### config.mk
export PLATFORM = sky130hd
export DESIGN_NAME = ps2_host_tx
export DESIGN_NICKNAME = d
export VERILOG_FILES = /design/src/rtl/ps2_pkg.sv /design/src/rtl/ps2_sync_edge.sv /design/src/rtl/ps2_host_tx.sv
export SDC_FILE = /design/constraint.sdc
export NUM_CORES = 1
export LEC_CHECK = 0
export CAP_MARGIN = 25
export CORE_MARGIN = 2
export CORE_UTILIZATION = 30
export CTS_CLUSTER_DIAMETER = 120
export DETAILED_ROUTE_END_ITERATION = 16
export PLACE_DENSITY_LB_ADDON = 0.1
export SLEW_MARGIN = 25
export SYNTH_ARGS = -nofsm -noshare
export SYNTH_HDL_FRONTEND = slang
export SYNTH_SLANG_ARGS = --single-unit
### constraint.sdc
create_clock -name wb_clk_i -period 4.05 [get_ports wb_clk_i]
set_input_delay 1.215 -clock wb_clk_i [delete_from_list [all_inputs] [get_ports wb_clk_i]]
set_output_delay 1.215 -clock wb_clk_i [all_outputs]
set_load 0.05 [all_outputs]
### src/rtl/ps2_pkg.sv
// Shared PS/2 definitions: host-transmit FSM encoding, status bit layout and parity helper.
package ps2_pkg;

    localparam logic [2:0] IDLE      = 3'd0;
    localparam logic [2:0] INHIBIT   = 3'd1;
    localparam logic [2:0] REQ       = 3'd2;
    localparam logic [2:0] DATA      = 3'd3;
    localparam logic [2:0] ACK       = 3'd4;
    localparam logic [2:0] WAIT_IDLE = 3'd5;

    localparam int unsigned STAT_BUSY    = 0;
    localparam int unsigned STAT_DEV_ACK = 1;
    localparam int unsigned STAT_ERR     = 2;

    // Bit counter value once start, d0..d7, parity and stop have been driven
    localparam logic [3:0] BIT_CNT_STOP = 4'd10;

    function automatic logic odd_parity(input logic [7:0] b);
        return ~^b;
    endfunction

endpackage

### src/rtl/ps2_sync_edge.sv
// Two-flop synchroniser for a raw PS/2 pad plus falling-edge detect on the synced value.
module ps2_sync_edge (
    input  logic clk,
    input  logic rst_n,
    input  logic din,
    output logic sync_o,
    output logic fall_o
);

    logic meta_q, meta_d;
    logic sync_q, sync_d;
    logic prev_q, prev_d;

    always_comb begin
        meta_d = din;
        sync_d = meta_q;
        prev_d = sync_q;
    end

    // Idle PS/2 lines are high; resetting to 1 avoids a false edge after reset
    always_ff @(posedge clk or negedge rst_n) begin
        if (!rst_n) begin
            meta_q <= 1'b1;
            sync_q <= 1'b1;
            prev_q <= 1'b1;
        end else begin
            meta_q <= meta_d;
            sync_q <= sync_d;
            prev_q <= prev_d;
        end
    end

    assign sync_o = sync_q;
    assign fall_o = prev_q & ~sync_q;

endmodule

### src/rtl/ps2_host_tx.sv
// PS/2 host-to-device command transmitter, Wishbone slave; open-drain enables only,
// the system top turns ps2_*_oe_o into pad drives (oe ? 1'b0 : 1'bz).
module ps2_host_tx
    import ps2_pkg::*;
#(
    parameter int unsigned TIMER_100USEC_VALUE_PP = 1250,
    parameter int unsigned TIMER_100USEC_BITS_PP  = 11,
    parameter int unsigned TIMEOUT_VALUE_PP       = 25000,
    parameter int unsigned TIMEOUT_BITS_PP        = 15
) (
    input  logic       wb_clk_i,
    input  logic       wb_rst_i,
    input  logic [7:0] wb_dat_i,
    output logic [7:0] wb_dat_o,
    input  logic       wb_we_i,
    input  logic       wb_stb_i,
    output logic       wb_ack_o,
    input  logic       ps2_clk_i,
    input  logic       ps2_dat_i,
    output logic       ps2_clk_oe_o,
    output logic       ps2_dat_oe_o,
    output logic       busy_o
);

    localparam logic [TIMER_100USEC_BITS_PP-1:0] TIMER_LAST =
        TIMER_100USEC_BITS_PP'(TIMER_100USEC_VALUE_PP - 1);
    localparam logic [TIMEOUT_BITS_PP-1:0] TMO_LAST =
        TIMEOUT_BITS_PP'(TIMEOUT_VALUE_PP - 1);

    logic clk_sync, clk_fall, dat_sync, dat_fall_unused;

    ps2_sync_edge u_clk_sync (
        .clk    (wb_clk_i),
        .rst_n  (wb_rst_i),
        .din    (ps2_clk_i),
        .sync_o (clk_sync),
        .fall_o (clk_fall)
    );

    ps2_sync_edge u_dat_sync (
        .clk    (wb_clk_i),
        .rst_n  (wb_rst_i),
        .din    (ps2_dat_i),
        .sync_o (dat_sync),
        .fall_o (dat_fall_unused)
    );

    logic [2:0]                       state_q, state_d;
    logic [9:0]                       tx_q, tx_d;
    logic [3:0]                       bit_cnt_q, bit_cnt_d;
    logic [TIMER_100USEC_BITS_PP-1:0] timer_q, timer_d;
    logic [TIMEOUT_BITS_PP-1:0]       tmo_q, tmo_d;
    logic                             clk_oe_q, clk_oe_d;
    logic                             dat_oe_q, dat_oe_d;
    logic                             err_q, err_d;
    logic                             dev_ack_q, dev_ack_d;
    logic                             ack_q, ack_d;
    logic [7:0]                       dat_o_q, dat_o_d;
    logic                             busy, wr_acc;
    logic [7:0]                       status;

    assign busy = (state_q != IDLE);

    always_comb begin
        state_d   = state_q;
        tx_d      = tx_q;
        bit_cnt_d = bit_cnt_q;
        timer_d   = timer_q;
        tmo_d     = tmo_q;
        clk_oe_d  = clk_oe_q;
        dat_oe_d  = dat_oe_q;
        err_d     = err_q;
        dev_ack_d = dev_ack_q;
        dat_o_d   = dat_o_q;

        status               = '0;
        status[STAT_BUSY]    = busy;
        status[STAT_DEV_ACK] = dev_ack_q;
        status[STAT_ERR]     = err_q;

        ack_d  = wb_stb_i & ~ack_q;
        wr_acc = ack_d & wb_we_i;
        if (ack_d && !wb_we_i) dat_o_d = status;
        if (wr_acc && busy) err_d = 1'b1;

        case (state_q)
            IDLE: begin
                if (wr_acc) begin
                    tx_d      = {1'b1, odd_parity(wb_dat_i), wb_dat_i};
                    err_d     = 1'b0;
                    dev_ack_d = 1'b0;
                    timer_d   = '0;
                    clk_oe_d  = 1'b1;
                    state_d   = INHIBIT;
                end
            end
            INHIBIT: begin
                // Start bit goes low one cycle before the clock is released
                if (dat_oe_q) begin
                    clk_oe_d  = 1'b0;
                    tmo_d     = '0;
                    bit_cnt_d = '0;
                    state_d   = REQ;
                end else if (timer_q == TIMER_LAST) begin
                    dat_oe_d = 1'b1;
                end else begin
                    timer_d = timer_q + 1'b1;
                end
            end
            REQ, DATA, ACK: begin
                if (clk_fall) begin
                    tmo_d = '0;
                    if (state_q == ACK) begin
                        if (dat_sync) err_d = 1'b1;
                        else          dev_ack_d = 1'b1;
                        state_d = WAIT_IDLE;
                    end else begin
                        dat_oe_d  = ~tx_q[0];
                        tx_d      = {1'b1, tx_q[9:1]};
                        bit_cnt_d = bit_cnt_q + 4'd1;
                        state_d   = (bit_cnt_d == BIT_CNT_STOP) ? ACK : DATA;
                    end
                end else if (tmo_q == TMO_LAST) begin
                    clk_oe_d = 1'b0;
                    dat_oe_d = 1'b0;
                    err_d    = 1'b1;
                    state_d  = IDLE;
                end else begin
                    tmo_d = tmo_q + 1'b1;
                end
            end
            WAIT_IDLE: begin
                if (clk_sync && dat_sync) state_d = IDLE;
            end
            default: begin
                clk_oe_d = 1'b0;
                dat_oe_d = 1'b0;
                state_d  = IDLE;
            end
        endcase
    end

    always_ff @(posedge wb_clk_i or negedge wb_rst_i) begin
        if (!wb_rst_i) begin
            state_q   <= IDLE;
            tx_q      <= '0;
            bit_cnt_q <= '0;
            timer_q   <= '0;
            tmo_q     <= '0;
            clk_oe_q  <= 1'b0;
            dat_oe_q  <= 1'b0;
            err_q     <= 1'b0;
            dev_ack_q <= 1'b0;
            ack_q     <= 1'b0;
            dat_o_q   <= '0;
        end else begin
            state_q   <= state_d;
            tx_q      <= tx_d;
            bit_cnt_q <= bit_cnt_d;
            timer_q   <= timer_d;
            tmo_q     <= tmo_d;
            clk_oe_q  <= clk_oe_d;
            dat_oe_q  <= dat_oe_d;
            err_q     <= err_d;
            dev_ack_q <= dev_ack_d;
            ack_q     <= ack_d;
            dat_o_q   <= dat_o_d;
        end
    end

    assign wb_dat_o     = dat_o_q;
    assign wb_ack_o     = ack_q;
    assign ps2_clk_oe_o = clk_oe_q;
    assign ps2_dat_oe_o = dat_oe_q;
    assign busy_o       = busy;

endmodule

==> key figures <==
Status
  • Status: complete, no violations

Critical path
  • Setup CP Type: reg2out
  • Reg2Reg Depth: 5
  • Worst setup path startpoint: state_q[2]$_DFFE_PN0P_
  • R2R Path Start: state_q[1]$_DFFE_PN0P_
  • CP startpoint kind: flip-flop
  • Endpoint of the worst register-to-register path: state_q[0]$_DFFE_PN0P_
  • Slowest stage delay, CP: around 0.71 ns
  • Critical Path RT: 2.83 ns
  • CP endpoint: busy_o
  • CP top delay family: buffers and inverters
  • CP endpoint kind: primary output
  • CP max stage cell: clkdlybuf4s50_1
  • Worst Path Arrival: roughly 2.1 ns
  • CP Max Fanout: 18
  • Buf+Inv Stages, Crit Path: 2
  • Critical Path Stages: 3
  • Crit path cell chain: nor3_2, inv_2, clkdlybuf4s50_1
  • R2r setup slk: 1.51 ns

Global route
  • Initial antenna violation count: 0
  • Largest net degree at the start of global routing: 38
  • GRT Overall Usage: 0.127
  • Overflow after GRT: 0
  • Vias in the first global route: roughly 2300
  • First-pass GRT wire length: about 12000 um

Route
  • Via count: between 2000 and 2500
  • DR pass1 iterations: 4
  • Routed Antenna Nets: 0
  • Post-route DRC: 0
  • WL/cell: roughly 14 um
  • Final wirelength: 6510 um
  • Post-DR vias/cell: 4.85
  • First-iteration detailed-routing DRC count: about 140

Timing
  • Fmax achieved: approximately 300 MHz
  • Slew margin rel.: 0.333
  • Final Hold Viols: 0
  • Post-route setup TNS: 0 ns
  • Actual slew at the worst max-slew pin: 1.00 ns
  • Min Tclk post-route: 3.34 ns
  • Final slew viol count: 0
  • Fin Hold WS: roughly 0.37 ns
  • Crit share post-route: 0.825
  • RSZ-0062 raised after global routing: false
  • Max Clock Skew: slightly below 0.01 ns
  • Final setup fails: 0

Placed design
  • Dpl cells: around 460
  • Detailed Place HPWL: ~4500 um
  • Port bufs: 20
  • Post-DP Area: approximately 0.0034 mm2
  • Routability cong.: 0.750

Logic synthesis
  • Synth Flop Type: dfrtp_1
  • Post-Synthesis Cells: between 300 and 400
  • Async SR Flop Fraction: 1.00
  • Netlist cell types: 56
  • Syn_area_per_cell: just under 10 um2
  • Mapped cell area: approximately 0.0031 mm2
  • Ys Warns: 0
  • Number of synthesized flops with an enable pin: 0
  • Sequential area share after synthesis: 0.455
  • #FFs+latches synth: 56

Clock tree
  • Post-CTS Setup Bufs: 0
  • Hold_buf cts: 0
  • Clock Latency Late Sink: slightly above 0.3 ns
  • CTS tree: built
  • Longest Clk Path Bufs: 2
  • Clock Pin Slew Worst Setup and Hold Paths: ~0.11 ns
  • Root Driver: clkbuf_8
  • Post-cts resize count: 0
  • CTS buffer count: 5
  • Clock sinks: between 50 and 60
  • CTS H-tree lvls: 2

Floorplanning
  • Die footprint: roughly 0.011 mm2
  • Core area: about 0.010 mm2
  • Chip height: approximately 110 um
  • FP Rows: 37
  • Initial Util: 0.305
  • Die X: around 110 um
  • I/O pins: 26

Hold path
  • Worst Hold Class: reg2reg

Cells and area
  • Post-layout instance area: approximately 0.0035 mm2
  • Share of cells above drive strength 1: 0.0863
  • Area grow syn2layout: 14.1%
  • Fin cells: around 470
  • Multi-input gate area: 0.00158 mm2
  • Ant diodes: 0
  • Sequential cell area: 0.00141 mm2
  • Final net count: roughly 350
  • Fillers: 1029

Power
  • PwrDens: about 620 mW/mm2
  • Max IR drop VDD: between 0.2 and 0.3 mV
  • LEAKAGE: around 1.5 nW

Run
  • MaxCap Viol Count: 0
==> Yosys cell counts (all sizes together), types with 2 or more instances <==
cell    count  area share
o21ai      14       0.023
xor2        6       0.017
and2        5       0.010
nor2       34       0.041
nor3b       2      0.0065
nand3b      3      0.0073
ha          5       0.020
mux2i      19       0.062
and3        6       0.012
inv         4      0.0049
mux2        3       0.011
a21boi      3      0.0073
o22ai       2      0.0085
xnor2       8       0.023
o31ai       3      0.0073
nand4       7       0.019
clkbuf      5      0.0061
a22oi       3      0.0073
and4        4       0.011
nor3        6       0.011
buf        13       0.028
nand3      15       0.024
dfstp       5       0.043
a22o        4       0.011
nand2b      7       0.014
nor4b       2      0.0057
a21oi      27       0.045
nand2      24       0.029
a21o        4      0.0097
dfrtp      51        0.41
nor2b       5       0.010
or3         5       0.010
==> worst min path at each step <==
stage,startpoint,end,cells past startpoint
finish,u_dat_sync.meta_q$_DFF_PN1_,u_dat_sync.sync_o$_DFF_PN1_,0
global route,u_clk_sync.meta_q$_DFF_PN1_,u_clk_sync.sync_o$_DFF_PN1_,0
CTS,u_clk_sync.meta_q$_DFF_PN1_,u_clk_sync.sync_o$_DFF_PN1_,0
detailed placement,u_dat_sync.meta_q$_DFF_PN1_,u_dat_sync.sync_o$_DFF_PN1_,0
global placement,u_dat_sync.meta_q$_DFF_PN1_,u_dat_sync.sync_o$_DFF_PN1_,0
floorplan,u_clk_sync.meta_q$_DFF_PN1_,u_clk_sync.sync_o$_DFF_PN1_,0
==> where the power goes <==
| group | switching, mW | internal (mW) | leakage (nW) |
|---|---|---|---|
| Clock | 0.199 | 0.249 | 0.0687 |
| Sequential | 0.158 | 0.703 | 0.703 |
| Combinational | 0.522 | 0.360 | 0.737 |
| Total | 0.880 | 1.31 | 1.51 |
==> placed cells by master, fill, tap and decap left out, drive strengths merged, types with 2 or more instances in the layout <==
| cell type | netlist | routed |
|---|---|---|
| a21boi | 3 | 3 |
| buf | 13 | 4 |
| o21ai | 14 | 14 |
| inv | 4 | 5 |
| nand3b | 3 | 3 |
| and3 | 6 | 6 |
| or3 | 5 | 5 |
| mux2 | 3 | 3 |
| mux2i | 19 | 19 |
| clkbuf | 5 | 5 |
| xnor2 | 8 | 8 |
| o22ai | 2 | 2 |
| nand4 | 7 | 7 |
| nand3 | 15 | 15 |
| dfstp | 5 | 5 |
| nand2 | 24 | 24 |
| nor3 | 6 | 6 |
| a21o | 4 | 4 |
| nor4b | 2 | 2 |
| and2 | 5 | 5 |
| o31ai | 3 | 3 |
| clkdlybuf4s50 | 0 | 19 |
| xor2 | 6 | 6 |
| conb | 1 | 5 |
| a21oi | 27 | 27 |
| ha | 5 | 5 |
| a22oi | 3 | 3 |
| dfrtp | 51 | 51 |
| nor2 | 34 | 34 |
| bufinv | 0 | 2 |
| and4 | 4 | 4 |
| nand2b | 7 | 7 |
| a22o | 4 | 4 |
| nor3b | 2 | 2 |
| nor2b | 5 | 5 |
==> cell type report <==
| class | instances | area share |
|---|---|---|
| Clock buffer | 5 | 0.0195 |
| Multi-Input combinational cell | 245 | 0.447 |
| Timing Repair Buffer | 23 | 0.0617 |
| Sequential cell | 56 | 0.399 |
| Inverter | 4 | 0.00426 |
| Clock inverter | 3 | 0.0195 |
| Tap cell | 136 | 0.0483 |
==> registers in the layout, summed over array words and instances (netlist names) <==
name	count
tmo_q	15
timer_q	11
tx_q	10
bit_cnt_q	4
state_q	3
wb_dat_o	3
dev_ack_q	1
err_q	1
ps2_clk_oe_o	1
ps2_dat_oe_o	1
u_clk_sync.meta_q	1
u_clk_sync.prev_q	1
u_clk_sync.sync_o	1
u_dat_sync.meta_q	1
u_dat_sync.sync_o	1
wb_ack_o	1
==> logic make-up after synthesis <==
| kind of cell | Yosys count | share of synthesized area |
|---|---|---|
| adder cells (fa/ha/maj) | 5 | 0.0202 |
| flip-flops | 56 | 0.455 |
| other | 1 | 0.00121 |
| multiplexers | 22 | 0.0725 |
| AO/OA/AOI/OAI | 69 | 0.145 |
| XOR/XNOR | 14 | 0.0397 |
| AND/OR/NAND/NOR | 130 | 0.228 |
| buffers and inverters | 22 | 0.0389 |
==> metal layers <==
metal | up-vias | wire length (um) | share of wire | GRT usage
met5 | - | 0 | 0 | 0
met4 | 0 | 81 | 0.012 | 0.0376
met3 | 6 | 215 | 0.033 | 0.0254
met2 | 36 | 2900 | 0.45 | 0.188
met1 | 1087 | 3310 | 0.51 | 0.187
li1 | 1160 | - | - | -
==> stage by stage <==
stage | utilization | total power [mW] | setup WS (ns)
2_1_floorplan | - | 1.54 | 1.71
3_3_place_gp | 0.334 | 1.76 | 1.05
3_5_place_dp | 0.334 | 1.76 | 1.04
4_1_cts | 0.348 | 2.22 | 0.677
5_1_grt | 0.348 | 2.37 | 0.585
6_report | 0.348 | 2.19 | 0.709
Power figures use the tool's default switching activity.
